## config.mk

```make
export PLATFORM = sky130hd
export DESIGN_NAME = hazard_ctrl
export DESIGN_NICKNAME = d
export VERILOG_FILES = /design/src/rtl/cpu_pkg.sv /design/src/rtl/hazard_ctrl_fwd_sel.sv /design/src/rtl/hazard_ctrl.sv
export SDC_FILE = /design/constraint.sdc
export NUM_CORES = 1
export LEC_CHECK = 0
export ABC_AREA = 1
export BUFFER_PORTS_ARGS = -buffer_cell sky130_fd_sc_hd__clkbuf_2
export CAP_MARGIN = 20
export CORE_MARGIN = 2
export CORE_UTILIZATION = 42
export CTS_CLUSTER_DIAMETER = 80
export DETAILED_ROUTE_END_ITERATION = 7
export PLACE_DENSITY = 0.94
export SLEW_MARGIN = 30
export SYNTH_ARGS = -nofsm -noshare
export SYNTH_HDL_FRONTEND = slang
export SYNTH_SLANG_ARGS = --single-unit
```

## constraint.sdc

```tcl
create_clock -name clk -period 2.4 [get_ports clk]
set_input_delay 0.24 -clock clk [delete_from_list [all_inputs] [get_ports clk]]
set_output_delay 0.24 -clock clk [all_outputs]
set_load 0.01 [all_outputs]
```

## src/rtl/cpu_pkg.sv

```systemverilog
// Shared cpu4 pipeline types: hazard controller states and forwarding select encodings.
package cpu_pkg;

  typedef enum logic [1:0] {
    RUN      = 2'd0,
    LD_STALL = 2'd1,
    DRAIN    = 2'd2,
    HALTED   = 2'd3
  } hz_state_t;

  typedef logic [1:0] fwd_sel_t;

  localparam fwd_sel_t FWD_RF = 2'b00;
  localparam fwd_sel_t FWD_S4 = 2'b01;
  localparam fwd_sel_t FWD_S5 = 2'b10;

endpackage

```

## src/rtl/hazard_ctrl_fwd_sel.sv

```systemverilog
// EX-stage operand forwarding select for one source register; the younger result (s4) wins.
module fwd_sel
  import cpu_pkg::*;
#(
  parameter int REG_ADDR_BITS = 5
) (
  input  logic [REG_ADDR_BITS-1:0] src_addr,
  input  logic [REG_ADDR_BITS-1:0] waddr_s4,
  input  logic [REG_ADDR_BITS-1:0] waddr_s5,
  input  logic                     rw_s4,
  input  logic                     rw_s5,
  output logic [1:0]               sel
);

  always_comb begin
    sel = FWD_RF;
    if (!rw_s4 && (waddr_s4 != '0) && (waddr_s4 == src_addr)) begin
      sel = FWD_S4;
    end else if (!rw_s5 && (waddr_s5 != '0) && (waddr_s5 == src_addr)) begin
      sel = FWD_S5;
    end
  end

endmodule

```

## src/rtl/hazard_ctrl.sv

```systemverilog
// cpu4 pipeline hazard controller: load-use stalls, branch squash, forwarding, halt drain.
// Optional perf counters are built only when HAZARD_PERF_CNT_EN is defined.
//
// state    | meaning
// RUN      | normal issue; hazards/branches/halt resolved combinationally
// LD_STALL | extra load-use stall cycles counted down in ld_cnt
// DRAIN    | halt seen in decode, waiting for it to reach writeback
// HALTED   | pipe drained, frozen until reset
module hazard_ctrl
  import cpu_pkg::*;
#(
  parameter int REG_ADDR_BITS = 5,
  parameter int LOAD_LAT      = 1,
  parameter int CNT_BITS      = 16
) (
  input  logic                     clk,
  input  logic                     rst_,
  input  logic [REG_ADDR_BITS-1:0] r1_addr,
  input  logic [REG_ADDR_BITS-1:0] r2_addr,
  input  logic                     use_r1,
  input  logic                     use_r2,
  input  logic [REG_ADDR_BITS-1:0] r1_addr_s3,
  input  logic [REG_ADDR_BITS-1:0] r2_addr_s3,
  input  logic [REG_ADDR_BITS-1:0] waddr_s3,
  input  logic [REG_ADDR_BITS-1:0] waddr_s4,
  input  logic [REG_ADDR_BITS-1:0] waddr_s5,
  input  logic                     rw_s3,
  input  logic                     rw_s4,
  input  logic                     rw_s5,
  input  logic                     sel_mem_s3,
  input  logic                     take_br,
  input  logic                     halt_s2,
  input  logic                     halt_s5,
  output logic                     stall_pipe,
  output logic                     bubble_id_ex,
  output logic                     flush_if,
  output logic [1:0]               fwd_r1_sel,
  output logic [1:0]               fwd_r2_sel,
  output logic                     halted,
  output logic [CNT_BITS-1:0]      stall_cnt,
  output logic [CNT_BITS-1:0]      flush_cnt
);

  localparam logic [2:0] LD_INIT = 3'(LOAD_LAT - 1);

  hz_state_t  state, state_nxt;
  logic [2:0] ld_cnt, ld_cnt_nxt;
  logic       hz;

  assign hz = sel_mem_s3 && !rw_s3 && (waddr_s3 != '0) &&
              ((use_r1 && (r1_addr == waddr_s3)) || (use_r2 && (r2_addr == waddr_s3)));

  always_ff @(posedge clk or negedge rst_) begin
    if (!rst_) begin
      state  <= RUN;
      ld_cnt <= '0;
    end else begin
      state  <= state_nxt;
      ld_cnt <= ld_cnt_nxt;
    end
  end

  always_comb begin
    state_nxt    = state;
    ld_cnt_nxt   = ld_cnt;
    stall_pipe   = 1'b0;
    bubble_id_ex = 1'b0;
    flush_if     = 1'b0;
    halted       = 1'b0;
    case (state)
      RUN: begin
        if (halt_s2) begin
          stall_pipe = 1'b1;
          state_nxt  = DRAIN;
        end else if (hz) begin
          stall_pipe   = 1'b1;
          bubble_id_ex = 1'b1;
          if (LOAD_LAT > 1) begin
            ld_cnt_nxt = LD_INIT;
            state_nxt  = LD_STALL;
          end
        end else if (take_br) begin
          // a branch held behind a stall gets here on its first free cycle
          flush_if = 1'b1;
        end
      end
      LD_STALL: begin
        stall_pipe   = 1'b1;
        bubble_id_ex = 1'b1;
        ld_cnt_nxt   = ld_cnt - 3'd1;
        if (ld_cnt <= 3'd1) begin
          state_nxt = RUN;
        end
      end
      DRAIN: begin
        stall_pipe   = 1'b1;
        bubble_id_ex = 1'b1;
        if (halt_s5) begin
          state_nxt = HALTED;
        end
      end
      HALTED: begin
        stall_pipe   = 1'b1;
        bubble_id_ex = 1'b1;
        halted       = 1'b1;
      end
      default: state_nxt = RUN;
    endcase
  end

  fwd_sel #(.REG_ADDR_BITS(REG_ADDR_BITS)) u_fwd_r1 (
    .src_addr (r1_addr_s3),
    .waddr_s4 (waddr_s4),
    .waddr_s5 (waddr_s5),
    .rw_s4    (rw_s4),
    .rw_s5    (rw_s5),
    .sel      (fwd_r1_sel)
  );

  fwd_sel #(.REG_ADDR_BITS(REG_ADDR_BITS)) u_fwd_r2 (
    .src_addr (r2_addr_s3),
    .waddr_s4 (waddr_s4),
    .waddr_s5 (waddr_s5),
    .rw_s4    (rw_s4),
    .rw_s5    (rw_s5),
    .sel      (fwd_r2_sel)
  );

`ifdef HAZARD_PERF_CNT_EN
  logic [CNT_BITS-1:0] stall_q, flush_q;

  // halt/drain stall cycles are deliberately excluded from stall_cnt
  always_ff @(posedge clk or negedge rst_) begin
    if (!rst_) begin
      stall_q <= '0;
      flush_q <= '0;
    end else begin
      if (stall_pipe && ((state == RUN) || (state == LD_STALL)) && (stall_q != '1)) begin
        stall_q <= stall_q + CNT_BITS'(1);
      end
      if (flush_if && (flush_q != '1)) begin
        flush_q <= flush_q + CNT_BITS'(1);
      end
    end
  end

  assign stall_cnt = stall_q;
  assign flush_cnt = flush_q;
`else
  assign stall_cnt = '0;
  assign flush_cnt = '0;
`endif

endmodule

```

==> metrics <==
status=complete, no violations; R2R Path End=ld_cnt[2]$_DFFE_PN0P_; final net count=266; Cell variety after synth=22; Mean Syn Cell Area=6.38 um2; hold_buf cts=1; Final Power=0.335 mW; Power Internal=0.210 mW; Syn Std Cell Area=1020 um2; Max VDD drop=0.275 mV; Sink Count=5; register area share after synthesis=0.123; R2R setup slack=1380 ps; RSZ-0062 raised after global routing=no; post-route cell area=1230 um2; Synth Warn #=0; antenna-violating nets left=0; CP Class=reg -> out; Clock transition at path regs=50 ps; Max clock buf depth=2; # diodes=0; global placement routability congestion=0.931; Post-Place Cell Area=1200 um2; f_max=685 MHz; Post-Syn Instances=160; Setup Skew=5.15 ps; initial antenna violation count=0; Hold Path End=state[1]$_DFFE_PN0P_; Final Setup Violations=0; class of the worst hold path=in -> reg; chip height=53.3 um; Max H-tree Level=1; CTS buffer count=3; leak pwr=0.741 nW; Hold Crit Start=halt_s2; die area=2840 um2; drt wl/cell=9.11 um; worst hold stages=3; Residual DRC=0; first-pass GRT wire length=3510 um; Initial Util=0.453; DR vias=1017; drt first-iter violations=3; routed wire length=2230 um; CP Capture Type=output pin; #FFs+latches synth=5; Worst-Skew Late Latency=250 ps; gr usage total=0.166; total core area=2250 um2; post-route minimum period=1460 ps; Net Sw Power=0.125 mW; largest net degree at the start of global routing=8; Max Cap Violations=0; Seq pwr share=0.252; Pre-Repair DR Iteration Count=2; Worst R2R Start=ld_cnt[0]$_DFFE_PN0P_; Switching Fraction=0.373; Final Hold Viols=0; Comb pwr share=0.438; max-slew violations=0; Critical Path Start Type=flop; Worst EP required=2160 ps; Setup TNS=0 ps; Row Count=17; DR vias/cell=4.15; period utilization=0.608; CTS tree=done; post-CTS setup buffer count=0; layout overhead on the synthesized area=20.8%; most frequent cells in the layout=clkbuf_2, nand2_1, conb_1; commonest non-fill, non-tap cell in the layout=clkbuf_2; vias in the first global route=864; WP data arrival=1220 ps; IO Port Bufs=53; clock network power share=0.310; root buffer cell=clkbuf_4; path depth of the worst reg2reg path=4; IO Pins=86; share of cells above drive strength 1=0.300; crit-path max FO=7; pwr dens=272 nW/um2; Die W=53.3 um; post-CTS sizing=0; GRT overflow=0; dpl hpwl=2080 um
-- power groups by stage --
stage | Clock [mW] | Combinational (mW) | Sequential, mW
floorplan | 0 | 0.121 | 0.0859
global placement | 0 | 0.142 | 0.0858
detailed placement | 0 | 0.145 | 0.0858
CTS | 0.107 | 0.147 | 0.0845
global route | 0.112 | 0.166 | 0.0844
finish | 0.104 | 0.147 | 0.0846
-- cells by family (layout without fill, tap and decap cells) --
family	count (synthesis)	count (layout)	share of synthesized area
buf+inv	54	80	0.316
other cells	1	32	0.00367
compound gates	7	7	0.0466
xor+xnor	22	22	0.189
flops	5	5	0.123
simple gates	69	69	0.298
fa+ha+maj	2	2	0.0245
-- cells in the mapped netlist --
cell type / instances / area share
nor2_1: 15 / 0.055
inv_2: 3 / 0.011
nand2_2: 1 / 0.0061
dfrtp_1: 5 / 0.12
conb_1: 1 / 0.0037
nor2_2: 2 / 0.012
a31oi_1: 1 / 0.0061
buf_4: 32 / 0.24
xnor2_1: 12 / 0.10
nand4_1: 5 / 0.031
o21bai_2: 1 / 0.011
nor3_1: 3 / 0.015
a21oi_1: 1 / 0.0049
o21bai_1: 2 / 0.015
nor3_2: 2 / 0.020
xor2_1: 10 / 0.086
nand3_1: 4 / 0.020
ha_1: 2 / 0.025
nand3b_1: 1 / 0.0074
o21ai_0: 2 / 0.0098
nand2_1: 36 / 0.13
inv_1: 19 / 0.070
-- per-layer routing --
layer,track usage,up-vias,routed length (um)
met1,0.184,427,868
li1,-,541,-
met5,0,-,0
met2,0.309,42,1180
met4,0.0513,0,44
met3,0.0339,7,141
-- per-stage QoR --
step / instances / hold slack, ps / utilization / setup WS [ps]
finish: 245 / 251 / 0.547 / 941
floorplan: 191 / -55.6 / - / 1300
global placement: 240 / 59.7 / 0.531 / 1110
detailed placement: 240 / 59.8 / 0.531 / 1090
global route: 245 / 320 / 0.547 / 835
CTS: 245 / 250 / 0.547 / 919
-- final cells by class --
class | count | area (um2)
repair buffers | 54 | 275
inverters | 22 | 82.6
clock buffers | 4 | 26.3
fillers | 240 | 1020
multi-input cells | 132 | 689
well taps | 28 | 35.0
flip-flops and latches | 5 | 125
-- state kept, by name, indices dropped and copies added, names as in the netlist --
| register | flops |
|---|---|
| ld_cnt | 3 |
| state | 2 |
-- worst max path at each step --
stage | from | to | slack, ps | cells after the start
floorplan | state[0]$_DFFE_PN0P_ | flush_if | 1300 | 3
global placement | waddr_s3[2] | flush_if | 1110 | 11
detailed placement | waddr_s3[2] | flush_if | 1090 | 11
CTS | state[0]$_DFFE_PN0P_ | flush_if | 920 | 4
global route | state[0]$_DFFE_PN0P_ | flush_if | 840 | 4
finish | state[0]$_DFFE_PN0P_ | flush_if | 940 | 4
-- worst max-delay path, cell delays in order, from the launching register on --
cell      delay [ps]
dfrtp_1          440
nor3_1           240
nand2_2           90
nor2_2            70
clkbuf_2         130
Power figures use the tool's default switching activity.
